$ cat src/rtl/seg_scan_ctrl.sv
// Scan scheduler for a 4-digit multiplexed 7-segment display.
// A double-buffered digit store accepts host writes into the shadow copy. The shadow is copied to
// the active copy only at a frame boundary, so multi-digit updates never tear. Each digit slot is
// DWELL = CLK_HZ/SCAN_HZ cycles long: BLANK_CYC cycles with all selects off, then SHOW.
// Optional feature macro: SEG_DIM_EN adds a bright[2:0] input that shortens the lit part of SHOW.
module seg_scan_ctrl #(
    parameter int unsigned CLK_HZ    = 100_000_000,
    parameter int unsigned SCAN_HZ   = 1000,
    parameter int unsigned BLANK_CYC = 1000
) (
    input  logic       clk_100MHz,
    input  logic       rst,
    input  logic       en,
    input  logic       wr_en,
    input  logic [1:0] wr_addr,
    input  logic [3:0] wr_data,
`ifdef SEG_DIM_EN
    input  logic [2:0] bright,
`endif
    output logic       pending,
    output logic       frame_start,
    output logic [3:0] seg_sel,
    output logic [6:0] segment
);

    localparam int unsigned DWELL    = CLK_HZ / SCAN_HZ;
    localparam int unsigned SHOW_CYC = DWELL - BLANK_CYC;
    localparam int unsigned CW       = (DWELL > 2) ? $clog2(DWELL) : 1;

    localparam logic [CW-1:0] BLANK_LAST = CW'(BLANK_CYC - 1);
    localparam logic [CW-1:0] SHOW_LAST  = CW'(SHOW_CYC - 1);

    typedef enum logic {StBlank, StShow} state_e;

    state_e        state_q, state_d;
    logic [1:0]    idx_q, idx_d;
    logic [CW-1:0] cnt_q, cnt_d;
    // Cleared by reset and by en=0; the first enabled cycle afterwards opens a fresh frame.
    logic          run_q, run_d;
    logic          frame_q, frame_d;
    logic          pending_q, pending_d;
    logic [3:0]    shadow_q [4];
    logic [3:0]    active_q [4];
    logic [3:0]    seg_sel_q, seg_sel_d;
    logic [6:0]    segment_q, segment_d;
    logic          lit;

    // Active-high segment pattern, gfedcba.
    function automatic logic [6:0] hex7(input logic [3:0] v);
        logic [6:0] s;
        unique case (v)
            4'h0: s = 7'h3F;
            4'h1: s = 7'h06;
            4'h2: s = 7'h5B;
            4'h3: s = 7'h4F;
            4'h4: s = 7'h66;
            4'h5: s = 7'h6D;
            4'h6: s = 7'h7D;
            4'h7: s = 7'h07;
            4'h8: s = 7'h7F;
            4'h9: s = 7'h6F;
            4'hA: s = 7'h77;
            4'hB: s = 7'h7C;
            4'hC: s = 7'h39;
            4'hD: s = 7'h5E;
            4'hE: s = 7'h79;
            default: s = 7'h71;
        endcase
        return s;
    endfunction

    // Next-state for the slot sequencer; frame_d marks entry to the idx-0 BLANK slot.
    always_comb begin
        state_d = state_q;
        idx_d   = idx_q;
        cnt_d   = cnt_q;
        run_d   = run_q;
        frame_d = 1'b0;
        if (!en) begin
            state_d = StBlank;
            idx_d   = 2'd0;
            cnt_d   = '0;
            run_d   = 1'b0;
        end else if (!run_q) begin
            state_d = StBlank;
            idx_d   = 2'd0;
            cnt_d   = '0;
            run_d   = 1'b1;
            frame_d = 1'b1;
        end else begin
            unique case (state_q)
                StBlank: begin
                    if (cnt_q == BLANK_LAST) begin
                        state_d = StShow;
                        cnt_d   = '0;
                    end else begin
                        cnt_d = cnt_q + CW'(1);
                    end
                end
                StShow: begin
                    if (cnt_q == SHOW_LAST) begin
                        state_d = StBlank;
                        cnt_d   = '0;
                        idx_d   = idx_q + 2'd1;
                        frame_d = (idx_q == 2'd3);
                    end else begin
                        cnt_d = cnt_q + CW'(1);
                    end
                end
            endcase
        end
    end

    // Sequencer state register.
    always_ff @(posedge clk_100MHz) begin
        if (rst) begin
            state_q <= StBlank;
            idx_q   <= 2'd0;
            cnt_q   <= '0;
            run_q   <= 1'b0;
            frame_q <= 1'b0;
        end else begin
            state_q <= state_d;
            idx_q   <= idx_d;
            cnt_q   <= cnt_d;
            run_q   <= run_d;
            frame_q <= frame_d;
        end
    end

    // A write in the commit cycle lands after the copy, so pending must stay set.
    always_comb begin
        pending_d = pending_q;
        if (frame_d) begin
            pending_d = 1'b0;
        end
        if (wr_en) begin
            pending_d = 1'b1;
        end
    end

    // Shadow/active digit store; the commit reads the pre-write shadow.
    always_ff @(posedge clk_100MHz) begin
        if (rst) begin
            for (int i = 0; i < 4; i++) begin
                shadow_q[i] <= 4'h0;
                active_q[i] <= 4'h0;
            end
            pending_q <= 1'b0;
        end else begin
            if (frame_d) begin
                for (int i = 0; i < 4; i++) begin
                    active_q[i] <= shadow_q[i];
                end
            end
            if (wr_en) begin
                shadow_q[wr_addr] <= wr_data;
            end
            pending_q <= pending_d;
        end
    end

`ifdef SEG_DIM_EN
    logic [2:0]    bright_q;
    logic [CW-1:0] lit_cyc;

    // Brightness is latched per frame so a change never alters a frame part-way through.
    always_ff @(posedge clk_100MHz) begin
        if (rst) begin
            bright_q <= 3'd7;
        end else if (frame_d) begin
            bright_q <= bright;
        end
    end

    // Lit portion of SHOW: ((bright+1)*SHOW_CYC)/8 cycles.
    always_comb begin
        lit_cyc = CW'(((32'(bright_q) + 32'd1) * SHOW_CYC) / 32'd8);
        lit     = en && (state_q == StShow) && (cnt_q < lit_cyc);
    end
`else
    // Digit is lit for the whole SHOW phase.
    always_comb begin
        lit = en && (state_q == StShow);
    end
`endif

    // Output decode, one cycle behind the sequencer state.
    always_comb begin
        seg_sel_d = 4'hF;
        segment_d = 7'h7F;
        if (lit) begin
            seg_sel_d = ~(4'b0001 << idx_q);
            segment_d = ~hex7(active_q[idx_q]);
        end
    end

    // Registered display outputs.
    always_ff @(posedge clk_100MHz) begin
        if (rst) begin
            seg_sel_q <= 4'hF;
            segment_q <= 7'h7F;
        end else begin
            seg_sel_q <= seg_sel_d;
            segment_q <= segment_d;
        end
    end

    assign pending     = pending_q;
    assign frame_start = frame_q;
    assign seg_sel     = seg_sel_q;
    assign segment     = segment_q;

endmodule

$ cat config.mk
export PLATFORM = sky130hd
export DESIGN_NAME = seg_scan_ctrl
export DESIGN_NICKNAME = d
export VERILOG_FILES = /design/src/rtl/seg_scan_ctrl.sv
export SDC_FILE = /design/constraint.sdc
export NUM_CORES = 1
export LEC_CHECK = 0
export CAP_MARGIN = 10
export CORE_MARGIN = 2
export CORE_UTILIZATION = 40
export DETAILED_ROUTE_END_ITERATION = 10
export PLACE_DENSITY = 0.65
export SLEW_MARGIN = 20
export SYNTH_ARGS = -nofsm -noshare
export SYNTH_HDL_FRONTEND = slang
export SYNTH_SLANG_ARGS = --single-unit
$ cat constraint.sdc
create_clock -name clk_100MHz -period 4.45 [get_ports clk_100MHz]
set_input_delay 0.6675 -clock clk_100MHz [delete_from_list [all_inputs] [get_ports clk_100MHz]]
set_output_delay 0.6675 -clock clk_100MHz [all_outputs]
set_load 0.05 [all_outputs]
==> results by group <==
Place
  • Final HPWL from detailed placement: 3500 um
  • Port buffer count: 22
  • Placed Instances: 396
  • Worst setup slack before clock tree synthesis: 1.70 ns
  • Final weighted congestion in routability-driven placement: 0.800

STA
  • Achievable clock frequency: 391 MHz
  • Sum of negative setup slack: 0 ns
  • Slew at the pin closest to its max-slew limit: 0.733 ns
  • Worst slew slack as a fraction of its limit: 51.1%
  • Worst clock skew: 0.00679 ns
  • RSZ-0062 raised after global routing: no
  • Share of the clock period used by the worst path: 57.5%
  • Period minus WS final: 2.56 ns
  • Max-slew violation total from the final report: 0
  • Setup-violating endpoint count in the final report: 0
  • Smallest setup slack after layout: 1.89 ns
  • Hold slack: 0.486 ns
  • Endpoints failing hold: 0

Synth
  • Portion of the post-synthesis area used by sequential elements: 54.3%
  • Count of flip-flops with a built-in enable after synthesis: 32
  • Ys Warns: 0
  • Number of instances in the synthesized netlist: 280
  • Synthesis-stage register bit count: 68
  • Syn_nets: 300
  • Post-synthesis instance area: 0.00310 mm2
  • Cell variety after synth: 46
  • Most instantiated flip-flop cell in the synthesis netlist: sky130_fd_sc_hd__dfxtp_1
  • Mean post-synth cell area: 11.1 um2
  • Post-synth ARST share: 0%

Detailed routing
  • Detailed router's first-iteration violation count: 91
  • Total routed wirelength: 5090 um
  • Detailed-routing iteration count for the pre-antenna-repair pass: 4
  • Number of vias per cell: 4.94
  • Average wire per standard cell: 12.3 um
  • Post-DRT Antenna Nets: 0
  • Detailed-route via count: 2037
  • Number of design rule violations left after detail routing: 0

Power and ir drop
  • Switching fraction of total power: 21.8%
  • Net switching power figure: 0.286 mW
  • Clock power share: 41.8%
  • Power per Cell Area: 362 mW/mm2
  • Int Pwr: 1.02 mW
  • Total power of the final layout: 1.31 mW
  • Combinational Power Share: 5.9%
  • P_leak: 1.21 nW
  • VDD IR max: 0.000235 V
  • Portion of total power attributed to sequential cells: 52.4%

Worst setup path
  • Startpoint kind of the worst setup timing path: register
  • Sort of element at the end of the critical path: register
  • Worst EP arrival: 2.60 ns
  • Crit path kind: register to register
  • Required time at the worst-slack endpoint: 4.49 ns
  • Max FO, Critical Path: 19

Clock network
  • Worst-case clock buffer depth: 2
  • Reg clk slew, reported paths: 0.08 ns
  • Count of cells resized by post-cts repair: 0
  • Number of buffers created by CTS: 9
  • Clock insertion delay at the later pin of the skew report: 0.35 ns
  • Total number of clock tree sinks: 68
  • H-tree depth: 3
  • Post-CTS setup buffer count: 0
  • CTS tree: yes
  • Post-cts hold buffer count: 0
  • Root Buffer: sky130_fd_sc_hd__clkbuf_8

Final layout
  • Inserted Diodes: 0
  • Proportion of layout cells with a drive suffix above 1: 14.5%
  • Layout Nets: 325
  • Final cell count without fillers: 412
  • Area growth from synthesis to layout: 17.0%

Global routing
  • Number of global-route vias before repair: 1949
  • Antenna violations before repair: 0
  • Overflow after GRT: 0
  • Pin count of the biggest net entering global routing: 22
  • Wire length of the first global-routing pass: 8940 um
  • Overall routing resource usage: 13.4%

Floorplanning
  • Die Area: 0.00846 mm2
  • Ports placed on the boundary: 23
  • Core Box Area: 0.00761 mm2
  • Vert. Die Dim: 92.0 um
  • Horiz. Die Dim: 92.0 um
  • Initial Utilization: 40.7%
  • Core Rows: 32

Status
  • Run status: finished, final reports clean

Flow run
  • Maximum capacitance violations: 0

Hold path
  • Min-Delay Path Class: register to register
## synthesized netlist by cell type (2+ instances only)
cell                         n  share of area [%]
sky130_fd_sc_hd__xnor2_1     7                2.0
sky130_fd_sc_hd__nor2_2     10                2.0
sky130_fd_sc_hd__a211oi_1    5                1.2
sky130_fd_sc_hd__nor2b_1     3               0.61
sky130_fd_sc_hd__nand4bb_1   2               0.73
sky130_fd_sc_hd__mux4_2      4                2.9
sky130_fd_sc_hd__inv_1      14                1.7
sky130_fd_sc_hd__o211ai_1    3               0.73
sky130_fd_sc_hd__nor4_1      3               0.61
sky130_fd_sc_hd__nor2_1     10                1.2
sky130_fd_sc_hd__o2bb2ai_1   2               0.57
sky130_fd_sc_hd__nand3_1     8                1.3
sky130_fd_sc_hd__xor2_1      4                1.1
sky130_fd_sc_hd__nor3_1     17                2.7
sky130_fd_sc_hd__o221ai_1    2               0.57
sky130_fd_sc_hd__ha_1       10                4.0
sky130_fd_sc_hd__dfxtp_1    36                 23
sky130_fd_sc_hd__or3_1       4               0.81
sky130_fd_sc_hd__edfxtp_1   32                 31
sky130_fd_sc_hd__buf_6       2               0.73
sky130_fd_sc_hd__a21oi_1     6               0.97
sky130_fd_sc_hd__nand4_1     6                1.2
sky130_fd_sc_hd__clkbuf_1    5               0.61
sky130_fd_sc_hd__and2_1     17                3.4
sky130_fd_sc_hd__nand2b_1    2               0.40
sky130_fd_sc_hd__or2_2       5                1.0
sky130_fd_sc_hd__mux2_2      2               0.73
sky130_fd_sc_hd__o21ai_0     7                1.1
sky130_fd_sc_hd__nor3b_1     2               0.48
sky130_fd_sc_hd__buf_2       3               0.48
sky130_fd_sc_hd__nand2_1    32                3.9
## cell type report
type                    instances  area (um2)
fillers                       723        3980
flip-flops and latches         68        1680
multi-input cells             188        1310
repair buffers                 24         235
well taps                     102         128
clock buffers                   9         124
clock inverters                 7        91.3
inverters                      14        52.6
## cells by family after synthesis
family	after synthesis	share of synthesized area (%)
and+or+nand+nor	129	23.2
DFF	68	54.3
AOI/OAI and AO/OA	31	7.88
buffers and inverters	24	3.51
xor gates and xnor gates	11	3.11
adders and majority gates	10	4.04
muxes	7	3.96
## layer usage
layer | part of all wire, % | GRT usage (%) | wire (um)
met2 | 43 | 20.2 | 2200
met1 | 51 | 17.9 | 2580
met5 | 0 | 0 | 0
met4 | 2.0 | 6.59 | 100
met3 | 4.0 | 3.70 | 203
## power groups by stage
| stage | clock network, mW | logic (mW) | registers [mW] |
|---|---|---|---|
| after floorplan | 0 | 0.0511 | 0.702 |
| after global placement | 0 | 0.0763 | 0.700 |
| after detailed placement | 0 | 0.0770 | 0.701 |
| after CTS | 0.562 | 0.0773 | 0.687 |
| after global routing | 0.595 | 0.0865 | 0.689 |
| final | 0.547 | 0.0768 | 0.686 |
## cells in the final DEF, fill, tap and decap left out, types with 4 or more instances in the layout
master / count
sky130_fd_sc_hd__a211oi_1: 5
sky130_fd_sc_hd__a21oi_1: 6
sky130_fd_sc_hd__and2_1: 17
sky130_fd_sc_hd__clkbuf_8: 9
sky130_fd_sc_hd__clkdlybuf4s50_1: 22
sky130_fd_sc_hd__dfxtp_1: 36
sky130_fd_sc_hd__edfxtp_1: 32
sky130_fd_sc_hd__ha_1: 10
sky130_fd_sc_hd__inv_1: 14
sky130_fd_sc_hd__mux4_2: 4
sky130_fd_sc_hd__nand2_1: 32
sky130_fd_sc_hd__nand3_1: 8
sky130_fd_sc_hd__nand4_1: 6
sky130_fd_sc_hd__nor2_1: 10
sky130_fd_sc_hd__nor2_2: 10
sky130_fd_sc_hd__nor3_1: 16
sky130_fd_sc_hd__o21ai_0: 7
sky130_fd_sc_hd__or2_2: 5
sky130_fd_sc_hd__or3_1: 4
sky130_fd_sc_hd__xnor2_1: 7
sky130_fd_sc_hd__xor2_1: 4
## state kept, by name (all words and copies together) (netlist names), named ones only
register     cells
idx_q            2
state_q          1
seg_sel          4
pending          1
shadow_q        16
cnt_q           17
run_q            1
active_q        16
segment          7
frame_start      1
## stage by stage
stage	cell area (um2)	util [%]
after floorplan	3100	-
after global placement	3400	44.8
after detailed placement	3400	44.8
after CTS	3620	47.6
after global routing	3620	47.6
final	3620	47.6
## worst paths after layout
path / end / depth (start not counted) / slack [ns] / from
setup reg to reg: active_q[0][2] / 6 / 1.89 / cnt_q[0]
setup / recovery: active_q[0][2] / 6 / 1.89 / cnt_q[0]
hold reg to reg: cnt_q[0] / 1 / 0.49 / cnt_q[0]
hold / removal: cnt_q[0] / 1 / 0.49 / cnt_q[0]
## worst max-delay path, stage by stage, from the launching register on
cell	delay [ns]
sky130_fd_sc_hd__dfxtp_1	0.37
sky130_fd_sc_hd__ha_1	0.26
sky130_fd_sc_hd__or4bb_1	0.56
sky130_fd_sc_hd__nor4_4	0.28
sky130_fd_sc_hd__a31oi_4	0.31
sky130_fd_sc_hd__o21bai_1	0.22
sky130_fd_sc_hd__buf_4	0.26
Power figures use the tool's default switching activity.
